==> src/rtl/io_pad_arbiter.sv <==
// Round-robin owner arbitration for one shared muxable IO pad.
// Every hand-over passes through IDLE plus a zero-select turnaround so two pad functions never drive back-to-back.
`timescale 1ns/1ps
module io_pad_arbiter #(
   parameter int unsigned REQUESTERS = 4,
   parameter int unsigned MUXWIDTH   = 3,
   parameter int unsigned TURNAROUND = 2,
   parameter int unsigned MAX_HOLD   = 0
) (
   input  logic                             clk,
   input  logic                             rst_n,
   input  logic [REQUESTERS-1:0]            req,
   input  logic [REQUESTERS*MUXWIDTH-1:0]   req_func,
   output logic [REQUESTERS-1:0]            grant,
   output logic [MUXWIDTH-1:0]              func_select,
   output logic                             busy,
   output logic                             preempt
);

   localparam int unsigned IDX_W  = (REQUESTERS > 1) ? $clog2(REQUESTERS) : 1;
   localparam int unsigned TURN_W = (TURNAROUND > 1) ? $clog2(TURNAROUND) : 1;
   localparam int unsigned HOLD_W = (MAX_HOLD > 1) ? $clog2(MAX_HOLD) : 1;

   localparam logic [TURN_W-1:0] TURN_LOAD = TURN_W'(TURNAROUND - 1);
   localparam logic [HOLD_W-1:0] HOLD_LAST = (MAX_HOLD == 0) ? '0 : HOLD_W'(MAX_HOLD - 1);
   localparam logic [IDX_W-1:0]  LAST_IDX  = IDX_W'(REQUESTERS - 1);

   typedef enum logic [1:0] {
      ST_IDLE,
      ST_TURN,
      ST_OWNED
   } state_e;

   state_e                  state_q, state_d;
   logic [IDX_W-1:0]        winner_q, winner_d;
   logic [MUXWIDTH-1:0]     func_q, func_d;
   logic [TURN_W-1:0]       turn_q, turn_d;
   logic [HOLD_W-1:0]       hold_q, hold_d;
   logic [IDX_W-1:0]        rr_ptr_q, rr_ptr_d;
   logic [REQUESTERS-1:0]   grant_q, grant_d;
   logic [MUXWIDTH-1:0]     func_sel_q, func_sel_d;
   logic                    busy_q, busy_d;
   logic                    preempt_q, preempt_d;

   logic                    revoke;
   logic                    pick_found;
   logic [IDX_W-1:0]        pick_idx;
   logic [IDX_W-1:0]        pick_k;
   logic [IDX_W-1:0]        next_ptr;
   logic [REQUESTERS-1:0]   winner_oh;
   logic                    others_req;
   logic [MUXWIDTH-1:0]     func_arr [REQUESTERS];

   always_comb begin
      for (int unsigned i = 0; i < REQUESTERS; i++) begin
         func_arr[i] = req_func[i*MUXWIDTH +: MUXWIDTH];
      end
   end

   // First requester at or above rr_ptr, wrapping; the previous owner therefore ranks last.
   always_comb begin
      pick_found = 1'b0;
      pick_idx   = rr_ptr_q;
      pick_k     = '0;
      for (int unsigned i = 0; i < REQUESTERS; i++) begin
         pick_k = IDX_W'((32'(rr_ptr_q) + i) % REQUESTERS);
         if (!pick_found && req[pick_k]) begin
            pick_found = 1'b1;
            pick_idx   = pick_k;
         end
      end
   end

   always_comb begin
      winner_oh           = '0;
      winner_oh[winner_q] = 1'b1;
      others_req          = |(req & ~winner_oh);
      next_ptr            = (winner_q == LAST_IDX) ? '0 : winner_q + 1'b1;
   end

   always_ff @(posedge clk or negedge rst_n) begin
      if (!rst_n) begin
         state_q    <= ST_IDLE;
         winner_q   <= '0;
         func_q     <= '0;
         turn_q     <= '0;
         hold_q     <= '0;
         rr_ptr_q   <= '0;
         grant_q    <= '0;
         func_sel_q <= '0;
         busy_q     <= 1'b0;
         preempt_q  <= 1'b0;
      end else begin
         state_q    <= state_d;
         winner_q   <= winner_d;
         func_q     <= func_d;
         turn_q     <= turn_d;
         hold_q     <= hold_d;
         rr_ptr_q   <= rr_ptr_d;
         grant_q    <= grant_d;
         func_sel_q <= func_sel_d;
         busy_q     <= busy_d;
         preempt_q  <= preempt_d;
      end
   end

   always_comb begin
      state_d  = state_q;
      winner_d = winner_q;
      func_d   = func_q;
      turn_d   = turn_q;
      hold_d   = hold_q;
      rr_ptr_d = rr_ptr_q;
      revoke   = 1'b0;
      case (state_q)
         ST_IDLE: begin
            hold_d = '0;
            if (pick_found) begin
               winner_d = pick_idx;
               func_d   = func_arr[pick_idx];
               turn_d   = TURN_LOAD;
               state_d  = ST_TURN;
            end
         end
         ST_TURN: begin
            hold_d = '0;
            if (!req[winner_q]) begin
               state_d = ST_IDLE;
            end else if (turn_q == '0) begin
               state_d = ST_OWNED;
            end else begin
               turn_d = turn_q - 1'b1;
            end
         end
         ST_OWNED: begin
            // Release wins over a coincident timeout, so preempt only fires while req is still held.
            if (!req[winner_q]) begin
               state_d  = ST_IDLE;
               rr_ptr_d = next_ptr;
            end else if ((MAX_HOLD != 0) && (hold_q == HOLD_LAST) && others_req) begin
               state_d  = ST_IDLE;
               rr_ptr_d = next_ptr;
               revoke   = 1'b1;
            end else if (hold_q != HOLD_LAST) begin
               hold_d = hold_q + 1'b1;
            end
         end
         default: begin
            state_d = ST_IDLE;
         end
      endcase
   end

   // Outputs are decoded from the next state so they register in step with state_q.
   always_comb begin
      grant_d    = '0;
      func_sel_d = '0;
      busy_d     = (state_d != ST_IDLE);
      preempt_d  = revoke;
      if (state_d == ST_OWNED) begin
         grant_d[winner_d] = 1'b1;
         func_sel_d        = func_d;
      end
   end

   assign grant       = grant_q;
   assign func_select = func_sel_q;
   assign busy        = busy_q;
   assign preempt     = preempt_q;

endmodule

==> config.mk <==
export PLATFORM = sky130hd
export DESIGN_NAME = io_pad_arbiter
export DESIGN_NICKNAME = d
export VERILOG_FILES = /design/src/rtl/io_pad_arbiter.sv
export SDC_FILE = /design/constraint.sdc
export NUM_CORES = 1
export LEC_CHECK = 0
export CAP_MARGIN = 20
export CORE_MARGIN = 2
export CORE_UTILIZATION = 41
export CTS_CLUSTER_SIZE = 25
export DETAILED_ROUTE_END_ITERATION = 6
export PLACE_DENSITY_LB_ADDON = 0.12
export SYNTH_ARGS = -nofsm -noshare
export SYNTH_HDL_FRONTEND = slang
export SYNTH_SLANG_ARGS = --single-unit
==> constraint.sdc <==
create_clock -name clk -period 1.6 [get_ports clk]
set_input_delay 0.24 -clock clk [delete_from_list [all_inputs] [get_ports clk]]
set_output_delay 0.24 -clock clk [all_outputs]
set_load 0.005 [all_outputs]
After elaboration in Yosys (flattened, before gate mapping)
Cells that the tools add are included.
{ "classes": {"addsub": 5, "n_lt_le_gt_ge": 8, "eq_ne": 6, "mux": 38, "bitwise_logic": 2, "n_reduce_logical": 12} }
{ "op_table": {"columns": ["op", "count"], "rows": [
  ["$mux 2", 10],
  ["$lt 2x3->1 const B", 6],
  ["$mux 3", 5],
  ["$mux 1", 13],
  ["$bmux 1 s2", 5],
  ["$bmux 3 s2", 1],
  ["$eq 2x2->1 const B", 3],
  ["$pmux 2 s3", 1],
  ["$add 2x1->2 const B", 2],
  ["$add 2x2->2 const B", 2],
  ["$logic_and 1x1->1", 4],
  ["$mux 4", 1],
  ["$ne 2x2->1 const B", 2],
  ["$reduce_bool 2->1", 2],
  ["$ge 3x3->1 const B", 1],
  ["$logic_not 1->1", 3],
  ["$not 2->3", 1],
  ["$reduce_and 3->1", 1],
  ["$demux 1 s2", 1],
  ["$eq 2x1->1 const B", 1],
  ["$ge 2x1->1 const B", 1],
  ["$logic_not 2->1", 1],
  ["$pmux 1 s2", 1],
  ["$reduce_and 2->1", 1],
  ["other kinds (2)", 2]
]} }
{ "totals": {"reg_bits": 18, "out_inout_bits": 9} }

Depth between registers and ports, before layout
Gate-level depths: netlist of run 1.
{ "logic_depth": {"depth_word": 19, "mapped_depth": 7, "ltp_nobuf": 6} }

Worst setup path before layout of run 1
No wires, ideal clock.
{ "synth_timing": {"kind": "register to register", "startpoint": "register state_q[1]", "endpoint": "register grant_q[2] (netlist: grant[2])", "t_arrival_ns": 1.473, "setup_slack_ns": 0.007, "stages_incl_launch_ff": 6, "path_buffers": 1, "cell_sequence": "dfrtp_1 -> or3_1 -> buf_6 -> nor4_4 -> a21oi_2 -> and3_1"} }
{ "synth_between": {"elab_chain_cells": 7, "word_cells_on_any_way": 16, "cone_classes": "2 x order compare; 3 x eq/ne; 9 x mux; 2 x reduce/logical"} }
{ "synth_lines": {"columns": ["item", "line_no", "text"], "rows": [
  ["start: declaration", "34", "state_e state_q, state_d;"],
  ["start signal: assignment", "94", "state_q <= state_d;"],
  ["$logic_not 2->1", "115", "case (state_q)"],
  ["$mux 2", "115", null],
  ["$lt 2x3->1 (implied by the code) or $ge 2x1->1 (tied branches)", "161", "grant_d[winner_d] = 1'b1;"],
  ["$logic_and 1x1->1 (implied by the code)", "161", null],
  ["$mux 1 (implied by the code)", "161", null],
  ["$demux 1 s2", "161", null],
  ["$mux 4 *", "160", "if (state_d == ST_OWNED) begin"],
  ["named net grant_d[2]", "40", "logic [REQUESTERS-1:0] grant_q, grant_d;"],
  ["end signal: assignment", "100", "grant_q <= grant_d;"],
  ["end: declaration", "40", null]
]} }
Mark *: on every way through the listed nets, which the timed path passes. The rest lies on a longest branch.
A chain may end at the register's enable or synchronous reset.

Worst setup path after layout of run 1
{ "layout_timing": {"startpoint": "register rr_ptr_q[0]", "endpoint": "register func_q[2]"} }
{ "layout_between": {"elab_chain_cells": 18, "word_cells_on_any_way": 30, "cone_classes": "3 x add/sub; 20 x mux; 1 x bitwise; 6 x reduce/logical"} }
{ "layout_lines": {"columns": ["item", "line_no", "text"], "rows": [
  ["start: declaration", "39", "logic [IDX_W-1:0] rr_ptr_q, rr_ptr_d;"],
  ["start signal: assignment", "99", "rr_ptr_q <= rr_ptr_d;"],
  ["branches (longest 16 deep; another with $add 2x1->2)", null, null],
  ["$mux 3 *", "118", "if (pick_found) begin"],
  ["$mux 3 *", "115", null],
  ["named net func_d[2]", "36", "logic [MUXWIDTH-1:0] func_q, func_d;"],
  ["end signal: assignment", "96", "func_q <= func_d;"],
  ["end: declaration", "36", null]
]} }
Mark *: on every way through the listed nets, which the timed path passes. The select of a mux whose other input is x is not followed.

==> metrics.txt, run 1 <==
number of buffer cells added on primary ports 25; Data required, critical path 1.79 ns; number of antenna violations at the first check in global routing 0; Worst Path Class, Setup flip-flop to flip-flop; filler-free cell count of the finished design 161; number of clock buffers inserted by TritonCTS 3; power share of the combinational group 0.557; first-pass iteration count of the detailed router 4; Worst-Skew Late Latency 0.29 ns; fraction of power spent switching nets 0.356; pin count of the biggest net entering global routing 19; H-tree levels 1; post-route ant nets 0; detail-routed via count per cell 4.83; area of the mapped netlist 912 um2; count of cell types in the netlist 31; violation count after the first detailed-route iteration 9; clock tree from TritonCTS built; number of max-slew violations in the final report 0; wire length per cell 13.6 um; Min Clock Period, post-route 1.57 ns; met3 Resource Use GR 0.0322; CTS sink count 18; Syn Inst Count 81; Boundary Pins 27; cell total after placement 156; Max clock buf depth 2; final-layout setup total negative slack 0 ns; end-of-flow core utilization 0.685; setup repair after global routing missed its margin yes; data arrival time of the critical path 1.76 ns; DRC violations left 0; net switching power of the design 0.787 mW; site row count 17; Area Overhead vs Synth 61.5%; register share of total power 0.318; class of the most critical hold timing path input port to asynchronous set/reset pin; Pint 1.42 mW; vertical extent of the die 51.2 um; busiest layer in global routing met2; maxcap violations 0; maximum vdd drop 1.04 mV; final setup fails 0; fraction of layout cells with a size suffix above 1 0.361; Pwr per Cell Area 1500 nW/um2; Critical Path End Type flip-flop; global routing usage summed across all routing layers 0.185; DIE AREA 2620 um2; antenna diode count 0; detailed-route via count 777; via count of the first global-routing pass 826; Yosys warning total 0; clock share of power 0.124; flip-flop and latch count after synthesis 18; leakage power 0.681 nW; Crit Path Max Fanout 6; Starting Density 0.425; result of the run finished clean; final clock period utilization by the worst path 0.979; fmax 638 MHz; post-synthesis area per instance 11.3 um2; hpwl dp 1630 um; met2 global-route usage 0.301; crit start category flip-flop; detailed-route wire length 2190 um; met1 capacity usage during global routing 0.242; area of the core region 2150 um2; syn nets 100; Post-Route Skew 0.00261 ns; Layout Nets 153; first-pass GRT wire length 3620 um; clock-pin slew on the worst setup and hold paths 0.10 ns; Die W 51.2 um; Final Wtd Congestion 0.753; Final Hold Fails 0; Overflow after GRT 0; clock tree root buffer cell sky130_fd_sc_hd__clkbuf_4; sequential cell area fraction in the yosys report 0.494
## critical path, cell delays in order, from the launching register on
cell	delay, ns
sky130_fd_sc_hd__dfrtp_1	0.41
sky130_fd_sc_hd__nor2b_2	0.08
sky130_fd_sc_hd__a2111oi_4	0.44
sky130_fd_sc_hd__nor2_4	0.12
sky130_fd_sc_hd__mux2i_1	0.14
sky130_fd_sc_hd__a221oi_1	0.29
## power groups by stage
stage | registers (mW) | clock network [mW] | logic, mW
after global routing | 0.718 | 0.302 | 1.35
after detailed placement | 0.708 | 0 | 1.05
after CTS | 0.701 | 0.281 | 1.09
after global placement | 0.704 | 0 | 1.04
final | 0.703 | 0.274 | 1.23
after floorplan | 0.712 | 0 | 0.549
## sequential cells by signal (all words and copies together) (netlist names)
register and count:
busy 1, func_select 3, rr_ptr_q 2, func_q 3
state_q 2, grant 4, winner_q 2, turn_q 1
## cell type report
class	count	area (um2)
inverter	5	18.8
sequential	18	450
multi-input combinational	56	492
clock buffer	4	36.3
fill	184	676
timing repair buffer	50	440
tap	28	35.0
## kinds of logic (layout without fill, tap and decap cells)
logic type	Yosys count	in the layout	share of synthesized area
compound gates	12	12	0.112
fa+ha+maj	1	1	0.0137
buf+inv	7	59	0.0412
flops	18	18	0.494
mux	9	9	0.119
other cells	1	1	0.00411
simple gates	33	33	0.215
## cell usage after synthesis
master	count	area, um2
sky130_fd_sc_hd__a2111oi_4	1	27.5
sky130_fd_sc_hd__a211oi_1	1	7.51
sky130_fd_sc_hd__a21oi_1	3	15.0
sky130_fd_sc_hd__a21oi_2	1	8.76
sky130_fd_sc_hd__a221oi_1	3	26.3
sky130_fd_sc_hd__and2b_1	1	7.51
sky130_fd_sc_hd__and3_1	2	12.5
sky130_fd_sc_hd__buf_4	1	7.51
sky130_fd_sc_hd__buf_6	1	11.3
sky130_fd_sc_hd__conb_1	1	3.75
sky130_fd_sc_hd__dfrtp_1	18	450
sky130_fd_sc_hd__ha_1	1	12.5
sky130_fd_sc_hd__inv_1	5	18.8
sky130_fd_sc_hd__mux2_2	2	22.5
sky130_fd_sc_hd__mux2i_1	6	60.1
sky130_fd_sc_hd__mux4_1	1	26.3
sky130_fd_sc_hd__nand2_1	2	7.51
sky130_fd_sc_hd__nand2b_1	2	12.5
sky130_fd_sc_hd__nand3b_1	1	7.51
sky130_fd_sc_hd__nor2_1	10	37.5
sky130_fd_sc_hd__nor2_4	1	11.3
sky130_fd_sc_hd__nor2b_1	3	18.8
sky130_fd_sc_hd__nor3_1	5	25.0
sky130_fd_sc_hd__nor3b_1	2	15.0
sky130_fd_sc_hd__nor4_1	1	6.26
sky130_fd_sc_hd__nor4_4	1	21.3
sky130_fd_sc_hd__o21a_1	1	7.51
sky130_fd_sc_hd__o21ai_0	1	5.00
sky130_fd_sc_hd__o21ai_1	1	5.00
sky130_fd_sc_hd__or2b_1	1	7.51
sky130_fd_sc_hd__or3_1	1	6.26
## routing by layer
layer | vias up | routed length [um]
li1 | 390 | -
met1 | 368 | 996
met2 | 15 | 1090
met3 | 4 | 71
met4 | 0 | 31
met5 | - | 0
## through the flow
step | power [mW] | area (um2) | hold WS (ns) | worst slack [ns]
2_1_floorplan | 1.26 | 912 | -0.0556 | 0.00731
3_3_place_gp | 1.74 | 1360 | 0.488 | -0.581
3_5_place_dp | 1.76 | 1360 | 0.498 | -0.613
4_1_cts | 2.07 | 1410 | 0.270 | -0.0474
5_1_grt | 2.37 | 1470 | 0.309 | -0.0535
6_report | 2.21 | 1470 | 0.264 | 0.0330
## cell usage in the layout, fill, tap and decap left out, drive strengths merged, types with 2 or more instances in the layout
cell / count
inv: 5
clkdlybuf4s50: 21
nor2b: 3
dlygate4sd2: 3
nor2: 11
a221oi: 3
nor4: 2
a21oi: 4
and3: 2
dfrtp: 18
mux2i: 6
nand2b: 2
o21ai: 2
clkbuf: 4
nor3: 5
mux2: 2
nor3b: 2
nand2: 2
buf: 25
## timing repair
item / 4_1_cts / 5_1_grt
endpoints found under the setup margin: 16 / 9
pin swaps: 4 / 2
resized for setup: 9 / 14
hold buffers: 0 / 0
buffers inserted: 0 / 1
## final timing paths
check	cells past startpoint	slack [ns]	startpoint	to
setup / recovery	5	0.03	rr_ptr_q[0]$_DFFE_PN0P_	func_q[2]$_DFF_PN0_
hold / removal	2	0.26	rst_n	rr_ptr_q[0]$_DFFE_PN0P_
max in group asynchronous	2	1.15	rst_n	winner_q[1]$_DFF_PN0_
hold reg to reg	2	0.52	turn_q$_DFFE_PN0P_	turn_q$_DFFE_PN0P_
setup reg to reg	5	0.03	rr_ptr_q[0]$_DFFE_PN0P_	func_q[2]$_DFF_PN0_
min in group clk	2	0.52	turn_q$_DFFE_PN0P_	turn_q$_DFFE_PN0P_
(Power assumes the default switching activity.)
==> run 2, diff against run 1 <==
--- a/config.mk
+++ b/config.mk
@@ -5,12 +5,14 @@
 export SDC_FILE = /design/constraint.sdc
 export NUM_CORES = 1
 export LEC_CHECK = 0
+export ABC_CLOCK_PERIOD_IN_PS = 1600
 export CAP_MARGIN = 20
 export CORE_MARGIN = 2
 export CORE_UTILIZATION = 41
 export CTS_CLUSTER_SIZE = 25
 export DETAILED_ROUTE_END_ITERATION = 6
 export PLACE_DENSITY_LB_ADDON = 0.12
+export REMOVE_ABC_BUFFERS = 1
 export SYNTH_ARGS = -nofsm -noshare
 export SYNTH_HDL_FRONTEND = slang
 export SYNTH_SLANG_ARGS = --single-unit
==> metrics.txt, run 2 (synthesis results as in run 1) <==
clock tree root buffer cell sky130_fd_sc_hd__clkbuf_4; Crit Path Max Fanout 6 (unchanged); met1 capacity usage during global routing 0.222 (-0.0204); most common cell after layout, fill and taps aside sky130_fd_sc_hd__clkdlybuf4s50_1; Boundary Pins 27 (unchanged); fraction of layout cells with a size suffix above 1 0.323 (-0.0381); Total Power 2.07 mW (-6.5%); wire length per cell 12.2 um (-11%); placed standard-cell area 1310 um2 (-3.3%); DRC violations left 0 (unchanged); global routing usage summed across all routing layers 0.169 (-0.0162); fraction of power spent switching nets 0.348 (-0.00848); Critical R2R Capture func_q[2]$_DFF_PN0_; multi-input gate area in the final layout 480 um2 (-2.3%); clock tree from TritonCTS built; power share of the combinational group 0.529 (-0.028); pin count of the biggest net entering global routing 19 (unchanged); most used cells in the layout excluding fill and tap cells sky130_fd_sc_hd__clkdlybuf4s50_1, sky130_fd_sc_hd__dfrtp_1, sky130_fd_sc_hd__buf_4; Pint 1.35 mW (-5.2%); slack of the critical path 0.0377 ns (+0.00469 ns); first-pass iteration count of the detailed router 3 (-1); H-tree levels 1 (unchanged); fmax 640 MHz (+0.30%); class of the most critical hold timing path input port to asynchronous set/reset pin; Worst-Skew Late Latency 0.29 ns (about the same); number of buffer cells added on primary ports 25 (unchanged); Worst Reg2Reg Path Length in Cells 6 (+1); filler cell count in the final layout 175 (-4.9%); cell total after placement 150 (-3.8%); met3 Resource Use GR 0.0380 (+0.00585); leakage power 0.648 nW (-4.9%); first-pass GRT wire length 3280 um (-9.2%); finished layout cell area 1420 um2 (-3.8%); startpoint of the worst-slack reg-to-reg timing path rr_ptr_q[1]$_DFFE_PN0P_; met2 global-route usage 0.264 (-0.0368); detail-routed via count per cell 4.88 (+1.2%); site row count 17 (unchanged); Min Clock Period, post-route 1.56 ns (-0.00469 ns); Area Overhead vs Synth 55.3%; detailed-route via count 757 (-2.6%); Starting Density 0.425 (unchanged); vertical extent of the die 51.2 um (unchanged); detailed-route wire length 1890 um (-14%); maximum vdd drop 0.898 mV (-14%); Layout Nets 147 (-3.9%); hpwl dp 1500 um (-7.7%); violation count after the first detailed-route iteration 2 (-7); setup repair after global routing missed its margin yes; Die W 51.2 um (unchanged); CTS sink count 18 (unchanged); number of antenna violations at the first check in global routing 0 (unchanged); area of the core region 2150 um2 (unchanged); maxcap violations 0 (unchanged); worst setup slack before clock tree synthesis -0.523 ns (+0.0896 ns); result of the run finished clean; number of flip-flops in the largest register 4 (unchanged); filler-free cell count of the finished design 155 (-3.7%); DIE AREA 2620 um2 (unchanged); Final Hold Fails 0 (unchanged); Worst Path Class, Setup flip-flop to flip-flop; number of max-slew violations in the final report 0 (unchanged); antenna diode count 0 (unchanged); setup slack of the worst register-to-register path 0.04 ns (about the same); busiest layer in global routing met2; Pwr per Cell Area 1460 nW/um2 (-2.7%); final clock period utilization by the worst path 0.976 (-0.00293); post-route ant nets 0 (unchanged); Post-Route Skew 0.00180 ns (-0.000815 ns); number of clock buffers inserted by TritonCTS 3 (unchanged); register share of total power 0.341 (+0.023); final setup fails 0 (unchanged); register cell area after layout 450 um2 (unchanged); clock share of power 0.130 (+0.006); number of buffers added to fix hold violations after cts 0 (unchanged); Final Wtd Congestion 0.750 (-0.36%); final-layout setup total negative slack 0 ns (unchanged); net switching power of the design 0.719 mW (-8.7%); Data required, critical path 1.79 ns (about the same); via count of the first global-routing pass 736 (-11%); data arrival time of the critical path 1.75 ns (about the same); Critical Path End Type flip-flop; Overflow after GRT 0 (unchanged); Max clock buf depth 2 (unchanged); crit start category flip-flop; clock-pin slew on the worst setup and hold paths 0.09 ns (about the same)
-- run 2: cell types whose count changed in the layout (fill, tap and decap cells not counted), moves of 2 or more --
cell                       delta
sky130_fd_sc_hd__a221oi_2     +2
sky130_fd_sc_hd__buf_4        -7
sky130_fd_sc_hd__a221oi_1     -2
sky130_fd_sc_hd__a21oi_2      +2
sky130_fd_sc_hd__o21ai_2      -2
sky130_fd_sc_hd__a21oi_4      -2
-- run 2: final cells by class --
type                            count  share of cell area
Timing Repair Buffer               44               0.279
Clock buffer                        4              0.0256
Sequential cell                    18               0.318
Tap cell                           28              0.0247
Multi-Input combinational cell     56               0.339
Inverter                            5              0.0133
-- run 2: worst max path at each step --
stage | cells after the start | slack, ns | startpoint | to
floorplan | 4 | -0.008 | state_q[1]$_DFF_PN0_ | grant[2]$_DFF_PN0_
detailed placement | 7 | -0.52 | req[2] | func_q[2]$_DFF_PN0_
global route | 6 | -0.07 | rr_ptr_q[1]$_DFFE_PN0P_ | func_q[2]$_DFF_PN0_
global placement | 7 | -0.51 | req[2] | func_q[1]$_DFF_PN0_
finish | 6 | 0.04 | rr_ptr_q[1]$_DFFE_PN0P_ | func_q[2]$_DFF_PN0_
CTS | 5 | 0.006 | rr_ptr_q[1]$_DFFE_PN0P_ | func_q[2]$_DFF_PN0_
-- run 2: worst max-delay path, stage by stage (launching register included) --
cell,delay (ns)
sky130_fd_sc_hd__dfrtp_1,0.40
sky130_fd_sc_hd__nor3b_4,0.24
sky130_fd_sc_hd__a2111oi_4,0.05
sky130_fd_sc_hd__buf_4,0.16
sky130_fd_sc_hd__nor2_4,0.22
sky130_fd_sc_hd__mux2i_1,0.12
sky130_fd_sc_hd__a221oi_1,0.28
-- run 2: layer usage --
metal  share of wire  vias up
li1                -      381
met1            0.46      357
met2            0.48       17
met3           0.046        2
met4          0.0095        0
met5               0        -
-- run 2: repair_timing --
item                       CTS  global route
pin swaps                   10             2
setup endpoints to repair   12             8
cloned                       0             0
setup buffers                0             1
gates resized for setup     13             7
-- run 2: power groups by stage --
stage / sequential (mW) / clock, mW / combinational [mW]
2_1_floorplan: 0.712 / 0 / 0.514
6_report: 0.704 / 0.269 / 1.09
3_5_place_dp: 0.710 / 0 / 0.989
5_1_grt: 0.727 / 0.297 / 1.21
4_1_cts: 0.705 / 0.281 / 1.04
3_3_place_gp: 0.705 / 0 / 0.980
-- run 2: through the flow --
stage,hold slack [ns],utilization
after floorplan,-0.0556,-
after CTS,0.257,0.639
after detailed placement,0.485,0.612
final,0.259,0.659
after global placement,0.480,0.612
after global routing,0.267,0.659
